<file path="src/rtl/mem_arbiter_pkg.sv">
// Shared types and constants for the unified-memory arbiter.
package mem_arbiter_pkg;

    typedef enum logic [1:0] {
        ARB_IDLE,
        ARB_REQ,
        ARB_WAIT,
        ARB_RESP
    } arb_state_e;

    // Fetches are always full-word reads.
    localparam logic [2:0] FUNCT3_WORD = 3'b010;

    localparam int STARVE_W = 4;

endpackage

</file>
<file path="src/rtl/mem_arb_pick.sv">
// Combinational winner select: data has priority unless fetch has lost STARVE_LIMIT times in a row.
module mem_arb_pick
    import mem_arbiter_pkg::*;
#(
    parameter int STARVE_LIMIT = 4
) (
    input  logic                if_req,
    input  logic                d_req,
    input  logic [STARVE_W-1:0] starve_cnt,
    output logic                grant_if,
    output logic                grant_d
);

    localparam logic [STARVE_W-1:0] LIMIT = STARVE_W'(STARVE_LIMIT);

    always_comb begin
        grant_if = if_req & (~d_req | (starve_cnt == LIMIT));
        grant_d  = d_req & ~grant_if;
    end

endmodule

</file>
<file path="src/rtl/mem_arbiter.sv">
// Shares one ready/valid memory port between instruction fetch and data access,
// one outstanding transaction at a time, with per-requester completion pulses and stalls.
module mem_arbiter
    import mem_arbiter_pkg::*;
#(
    parameter int ADDR_W       = 32,
    parameter int DATA_W       = 32,
    parameter int STARVE_LIMIT = 4
) (
    input  logic              i_clk,
    input  logic              i_reset,
    input  logic              i_ifReq,
    input  logic [ADDR_W-1:0] i_ifAddr,
    output logic              o_ifValid,
    output logic [DATA_W-1:0] o_ifData,
    output logic              o_ifStall,
    input  logic              i_dReq,
    input  logic              i_dWe,
    input  logic [ADDR_W-1:0] i_dAddr,
    input  logic [DATA_W-1:0] i_dWdata,
    input  logic [2:0]        i_dFunct3,
    output logic              o_dValid,
    output logic [DATA_W-1:0] o_dRdata,
    output logic              o_dStall,
    output logic              o_memReq,
    output logic              o_memWe,
    output logic [ADDR_W-1:0] o_memAddr,
    output logic [DATA_W-1:0] o_memWdata,
    output logic [2:0]        o_memFunct3,
    input  logic              i_memReady,
    input  logic              i_memRvalid,
    input  logic [DATA_W-1:0] i_memRdata,
    output logic              o_err
);

    arb_state_e          state_q, state_d;
    logic                winner_if_q, winner_if_d;
    logic [ADDR_W-1:0]   addr_q, addr_d;
    logic                we_q, we_d;
    logic [DATA_W-1:0]   wdata_q, wdata_d;
    logic [2:0]          funct3_q, funct3_d;
    logic [STARVE_W-1:0] starve_q, starve_d;
    logic                if_valid_q, if_valid_d;
    logic                d_valid_q, d_valid_d;
    logic [DATA_W-1:0]   if_data_q, if_data_d;
    logic [DATA_W-1:0]   d_rdata_q, d_rdata_d;
    logic                err_q, err_d;
    logic                grant_if, grant_d;

    mem_arb_pick #(
        .STARVE_LIMIT(STARVE_LIMIT)
    ) u_pick (
        .if_req    (i_ifReq),
        .d_req     (i_dReq),
        .starve_cnt(starve_q),
        .grant_if  (grant_if),
        .grant_d   (grant_d)
    );

    always_comb begin
        // NOTE: every next-state value gets a default first, so no branch can leave one unassigned and infer a latch.
        state_d     = state_q;
        winner_if_d = winner_if_q;
        addr_d      = addr_q;
        we_d        = we_q;
        wdata_d     = wdata_q;
        funct3_d    = funct3_q;
        starve_d    = starve_q;
        if_valid_d  = 1'b0;
        d_valid_d   = 1'b0;
        if_data_d   = '0;
        d_rdata_d   = '0;
        err_d       = err_q;

        unique case (state_q)
            ARB_IDLE: begin
                err_d = err_q | i_memRvalid;
                if (grant_if) begin
                    state_d     = ARB_REQ;
                    winner_if_d = 1'b1;
                    addr_d      = i_ifAddr;
                    we_d        = 1'b0;
                    wdata_d     = '0;
                    funct3_d    = FUNCT3_WORD;
                    starve_d    = '0;
                end else if (grant_d) begin
                    state_d     = ARB_REQ;
                    winner_if_d = 1'b0;
                    addr_d      = i_dAddr;
                    we_d        = i_dWe;
                    wdata_d     = i_dWdata;
                    funct3_d    = i_dFunct3;
                    if (i_ifReq) starve_d = starve_q + 4'd1;
                end
            end
            ARB_REQ: begin
                err_d = err_q | i_memRvalid;
                if (i_memReady) state_d = ARB_WAIT;
            end
            ARB_WAIT: begin
                // A response coinciding with a ready is treated as spurious and not consumed.
                if (i_memRvalid && i_memReady) begin
                    err_d = 1'b1;
                end else if (i_memRvalid) begin
                    state_d = ARB_RESP;
                    if (winner_if_q) begin
                        if_valid_d = 1'b1;
                        if_data_d  = i_memRdata;
                    end else begin
                        d_valid_d = 1'b1;
                        d_rdata_d = i_memRdata;
                    end
                end
            end
            ARB_RESP: begin
                err_d   = err_q | i_memRvalid;
                state_d = ARB_IDLE;
            end
        endcase
    end

    // NOTE: sequential state uses non-blocking assignments only; all decisions are made in the always_comb above.
    always_ff @(posedge i_clk or posedge i_reset) begin
        if (i_reset) begin
            // NOTE: the latched request fields drive memory pins directly, so they are reset along with the FSM.
            state_q     <= ARB_IDLE;
            winner_if_q <= 1'b0;
            addr_q      <= '0;
            we_q        <= 1'b0;
            wdata_q     <= '0;
            funct3_q    <= '0;
            starve_q    <= '0;
            if_valid_q  <= 1'b0;
            d_valid_q   <= 1'b0;
            if_data_q   <= '0;
            d_rdata_q   <= '0;
            err_q       <= 1'b0;
        end else begin
            state_q     <= state_d;
            winner_if_q <= winner_if_d;
            addr_q      <= addr_d;
            we_q        <= we_d;
            wdata_q     <= wdata_d;
            funct3_q    <= funct3_d;
            starve_q    <= starve_d;
            if_valid_q  <= if_valid_d;
            d_valid_q   <= d_valid_d;
            if_data_q   <= if_data_d;
            d_rdata_q   <= d_rdata_d;
            err_q       <= err_d;
        end
    end

    always_comb begin
        o_ifValid   = if_valid_q;
        o_ifData    = if_data_q;
        o_ifStall   = i_ifReq & ~if_valid_q;
        o_dValid    = d_valid_q;
        o_dRdata    = d_rdata_q;
        o_dStall    = i_dReq & ~d_valid_q;
        o_memReq    = (state_q == ARB_REQ);
        o_memWe     = we_q;
        o_memAddr   = addr_q;
        o_memWdata  = wdata_q;
        o_memFunct3 = funct3_q;
        o_err       = err_q;
    end

endmodule

</file>
<file path="config.mk">
export PLATFORM = sky130hd
export DESIGN_NAME = mem_arbiter
export DESIGN_NICKNAME = d
export VERILOG_FILES = /design/src/rtl/mem_arbiter_pkg.sv /design/src/rtl/mem_arb_pick.sv /design/src/rtl/mem_arbiter.sv
export SDC_FILE = /design/constraint.sdc
export NUM_CORES = 1
export LEC_CHECK = 0
export CAP_MARGIN = 20
export CELL_PAD_IN_SITES_DETAIL_PLACEMENT = 0
export CELL_PAD_IN_SITES_GLOBAL_PLACEMENT = 2
export CORE_MARGIN = 4
export CORE_UTILIZATION = 25
export CTS_CLUSTER_SIZE = 40
export DETAILED_ROUTE_END_ITERATION = 16
export GPL_ROUTABILITY_DRIVEN = 0
export PLACE_DENSITY = 0.92
export SKIP_LAST_GASP = 1
export SYNTH_ARGS = -nofsm -noshare
export SYNTH_HDL_FRONTEND = slang
export SYNTH_SLANG_ARGS = --single-unit
</file>
<file path="constraint.sdc">
create_clock -name i_clk -period 10.4 [get_ports i_clk]
set_clock_uncertainty 0.2 [all_clocks]
set_input_delay 2.08 -clock i_clk [delete_from_list [all_inputs] [get_ports i_clk]]
set_output_delay 2.08 -clock i_clk [all_outputs]
set_load 0.05 [all_outputs]
</file>
Yosys cells after proc, flatten, opt, wreduce, memory -nomap -nowiden
Index checks and enable logic that the tools add are counted.

Flip-flop bits (word level): 142. Input bits: 138.

Add/subtract/negate cells: 1. Equality and inequality tests: 9. Multiplexer cells: 37. Bitwise operators: 10. Reductions and logical operators: 8.

Operators by type and width (count): two-way mux 32 bit (12); two-way mux 1 bit (13); two-way mux 4 bit (3); two-way mux 2 bit (5); one-hot mux 2 bit (4 select lines) (1); two-way mux 3 bit (2); inequality test 2 bit, second input constant (3); adder 4 x 1 -> 4 bit, second input constant (1); AND 1 bit (4); == test 2 bit, second input constant (2); == test 4 x 3 -> 1 bit, second input constant (1); inverter 1 bit (4); AND reduction 4 bit (1); nonzero test 2 bit (2); inequality test 3 bit, second input constant (1); AND reduction 3 bit (1); OR reduction 3 bit (1); == test 2 x 1 -> 1 bit, second input constant (1); zero test 2 bit (1); inequality test 2 x 1 -> 1 bit, second input constant (1); OR 1 bit (2); one-hot mux 1 bit (2 select lines) (1); AND reduction 2 bit (1); logical AND 1 bit (1).

Depth between registers and ports, before layout
Depth in word-level cells: 8. Depth in mapped cells: 7. Depth with buffers taken out: 5.

By module
Synthesis repeated with hierarchy kept, for this count alone.

Cells, all modules: 490. Area, all modules: 5626.6 µm².

Modules (own cells, without submodules): mem_arbiter (times used 1, cells each 486, area an instance 5600.4 µm², sequential area each 3553.4 µm²); mem_arb_pick (times used 1, cells each 4, area an instance 26.3 µm², sequential area each 0.0 µm²).

Worst setup path before layout
Ideal clock, no wire load.

Kind: input -> output. From: input port i_ifReq. To: output port o_ifStall. Arrival: 2.946 ns. Data required time: 8.120 ns. Setup slack: 5.174 ns. Stages: 2. Cell sequence: buf_4 -> nor2b_1.

Word-level cells in the longest chain between the ends: 1.

Ends and longest elaborated chain: start: declaration (line mem_arbiter.sv:12) `input logic i_ifReq,`; AND 1 bit (line mem_arbiter.sv:157) `o_ifStall = i_ifReq & ~if_valid_q;`; end: declaration (line mem_arbiter.sv:16) `output logic o_ifStall,`.

No other way between the ends.

Worst setup path after layout
From: input port i_dReq. To: output port o_dStall.

Word-level cells in the longest chain between the ends: 1.

Ends and longest elaborated chain: start: declaration (line mem_arbiter.sv:17) `input logic i_dReq,`; AND 1 bit (line mem_arbiter.sv:160) `o_dStall = i_dReq & ~d_valid_q;`; end: declaration (line mem_arbiter.sv:24) `output logic o_dStall,`.

No other way between the ends.

==> flow_summary.yaml <==
timing:
  setup_violations: 0
  finalMaxSlewViolations: 0
  fmax_ghz: 0.158
  hold_viol_final: 0
  rsz0062_at_grt: "false"
  relSlewSlack: 0.331
  setup_tns_ps: 0
  period_share: 0.608
  worst_slew_pin_slew_ps: 999
  period_minus_slack_ps: 6330
clocking:
  clock_latency_ps: 420
  htree_num_levels: 4
  cts_buffer_depth: 2
  ctsHoldBuffers: 0
  clock-sinks: 142
  numCtsBuffers: 17
  post_cts_buffers: 0
  cts_resized: 0
  cts_root_buffer: "clkbuf_16"
  cts_tree: "built"
  clkSlewWorstSetupHoldPaths_ps: 60
worst_setup_path:
  crit_top_cell: "clkdlybuf4s50_1"
  cp.arrival_ps: 4050
  path_cells: "clkdlybuf4s50_1 -> buf_4 -> inv_2 -> nor2_1 -> clkdlybuf4s50_1"
  worst-path-buf-inv: 4
  critical-path-slowest-cell: "clkdlybuf4s50_1"
  worstPathRequired_ps: 8120
  critPathTopFamily: "buffers and inverters"
  timing.rr.end: "o_memAddr[17]"
  reg2reg_depth: 6
  regToRegSetupSlack_ps: 7320
  start_kind: "input port"
  crit_start: "i_dReq"
  critPathCaptureType: "primary output"
  crit_cells: 5
  cp_max_fo: 37
  critical_path.max_stage_delay_ps: 830
  cp-endpoint: "o_dStall"
  criticalPathCategory: "input port to primary output"
  reg2reg_from: "state_q[0]"
floorplan:
  io_pins: 276
  initial_core_util: 0.257
  die_area_um2: 25200
  die_w_um: 159
  coreArea_um2: 22100
  rows: 54
  die_h_um: 159
synthesis:
  seq_area_frac_synth: 0.627
  synthCells: 528
  synth-edff-count: 0
  synthTopCellsByArea: "dfrtp_1 63%, nand2_1 9.1%, and2_1 7.1%, o211ai_1 4.2%, nand4_1 3.5%"
  synth_top_cell_area_share: 0.627
  synth.most_common_cell: "dfrtp_1"
  synth_area_leader_cell: "dfrtp_1"
  synth.net_count: 672
  yosys_most_used_dff: "dfrtp_1"
  synthTopCellsByCount: "142 x dfrtp_1, 138 x nand2_1, 64 x and2_1, 32 x nand4_1, 32 x o211ai_1"
  synth_seq_cells: 142
  yosysUniqueCellTypes: 36
  yosysWarnings: 0
  netlist_area_um2: 5670
  async_flop_share: 1.00
  avgSynthCellArea_um2: 10.7
power_and_ir_drop:
  p_leak_nw: 3.98
  power_w: 0.00261
  power.density_nw_per_um2: 281
  max-vdd-ir-drop_v: 0.0000966
finish:
  drive_above_1_share: 0.0634
  fin_nets: 936
  seq_area_um2: 3550
  multiInputGateArea_um2: 1880
  area_delta_synth_final_pct: 63.7
  final_util: 0.420
  num-fill-cells: 2130
  antenna_cells: 0
  fin_cells: 1085
global_routing:
  grt_pass1_vias: 4927
  grt_max_degree: 82
  antenna_found_initial: 0
  grt_overflow_total: 0
  grt_pass1_wl_um: 27700
  grt_util_all_layers: 0.142
flow_run:
  cap_violations: 0
drt:
  post_drt_wl_per_cell_um: 16.9
  drc_errors: 0
  drtIter0Drc: 259
  ant_nets: 0
  routed_wl_um: 18300
  vias: 4857
  vias_per_cell: 4.48
  drtPass1Iterations: 4
status:
  outcome: "completed"
placement:
  io_buffers: 275
  placedCellCount: 1051
  dp_hpwl_um: 12600
min_path:
  hold_class: "flip-flop to flip-flop"
-- area by class of cell --
| cell class | instances | share of cell area |
|---|---|---|
| flip-flops and latches | 142 | 0.383 |
| well taps | 280 | 0.0377 |
| clock inverters | 15 | 0.0210 |
| repair buffers | 283 | 0.307 |
| multi-input cells | 342 | 0.203 |
| clock buffers | 17 | 0.0458 |
| inverters | 6 | 0.00297 |
-- cells in the final DEF, fill, tap and decap left out, types with 4 or more instances in the layout --
cell and n:
nand2_1 138, clkbuf_16 17, ha_1 5, nand4_1 32, and2_1 64, buf_4 6
inv_8 4, inv_1 4, o211ai_1 32, o21ai_1 30, clkdlybuf4s50_1 275, o21ai_0 7
dfrtp_1 142, nor2_1 5, inv_6 6
-- worst register-to-register path: stages, from the launching register on --
cell,delay [ps]
dfrtp_1,410
inv_1,110
ha_2,810
o21a_2,600
buf_4,540
nand2_1,160
o211ai_1,170
-- metal layers --
| layer | share of wire | wire (µm) | GRT usage | vias up |
|---|---|---|---|---|
| li1 | - | - | - | 2301 |
| met2 | 0.46 | 8400 | 0.220 | 207 |
| met1 | 0.41 | 7570 | 0.176 | 2331 |
| met4 | 0.016 | 291 | 0.0435 | 0 |
| met3 | 0.11 | 2060 | 0.0682 | 18 |
| met5 | 0 | 0 | 0 | - |
-- per-stage QoR --
step	worst slack, ps	hold slack (ps)	instance area [µm²]
after CTS	4060	285	9230
after floorplan	4310	291	5670
after global routing	3980	307	9280
final	4070	280	9280
after detailed placement	4050	258	8610
after global placement	4040	253	8610
-- state kept, by name (all words and copies together) (netlist names), 2 cells and up --
signal,cells
o_memFunct3,3
o_ifData,32
state_q,2
o_memWdata,32
starve_q,4
o_memAddr,32
o_dRdata,32
-- power breakdown --
part	switching, W	total [W]	leakage [nW]	internal, W
combinational	0.000795	0.00119	1.81	0.000394
clock	0.000278	0.000646	0.306	0.000368
sequential	0.0000736	0.000770	1.87	0.000697
-- logic make-up (layout without fill, tap and decap cells) --
family          count (synthesis)  count (layout)  share of synthesized area
simple gates                  253             253                      0.220
flops                         142             142                      0.627
compound gates                 81              81                     0.0931
buf+inv                        44             321                     0.0428
fa+ha+maj                       6               6                     0.0132
mux                             2               2                    0.00375
-- worst min path at each step --
stage,start,to,cells past startpoint
after floorplan,starve_q[3],starve_q[3],2
after global placement,o_err,o_err,1
after detailed placement,o_err,o_err,1
after CTS,o_memWdata[23],o_memWdata[23],2
after global routing,o_memWdata[20],o_memWdata[20],2
final,o_memWdata[23],o_memWdata[23],2
Note: power is estimated with default switching activity, not from simulation.
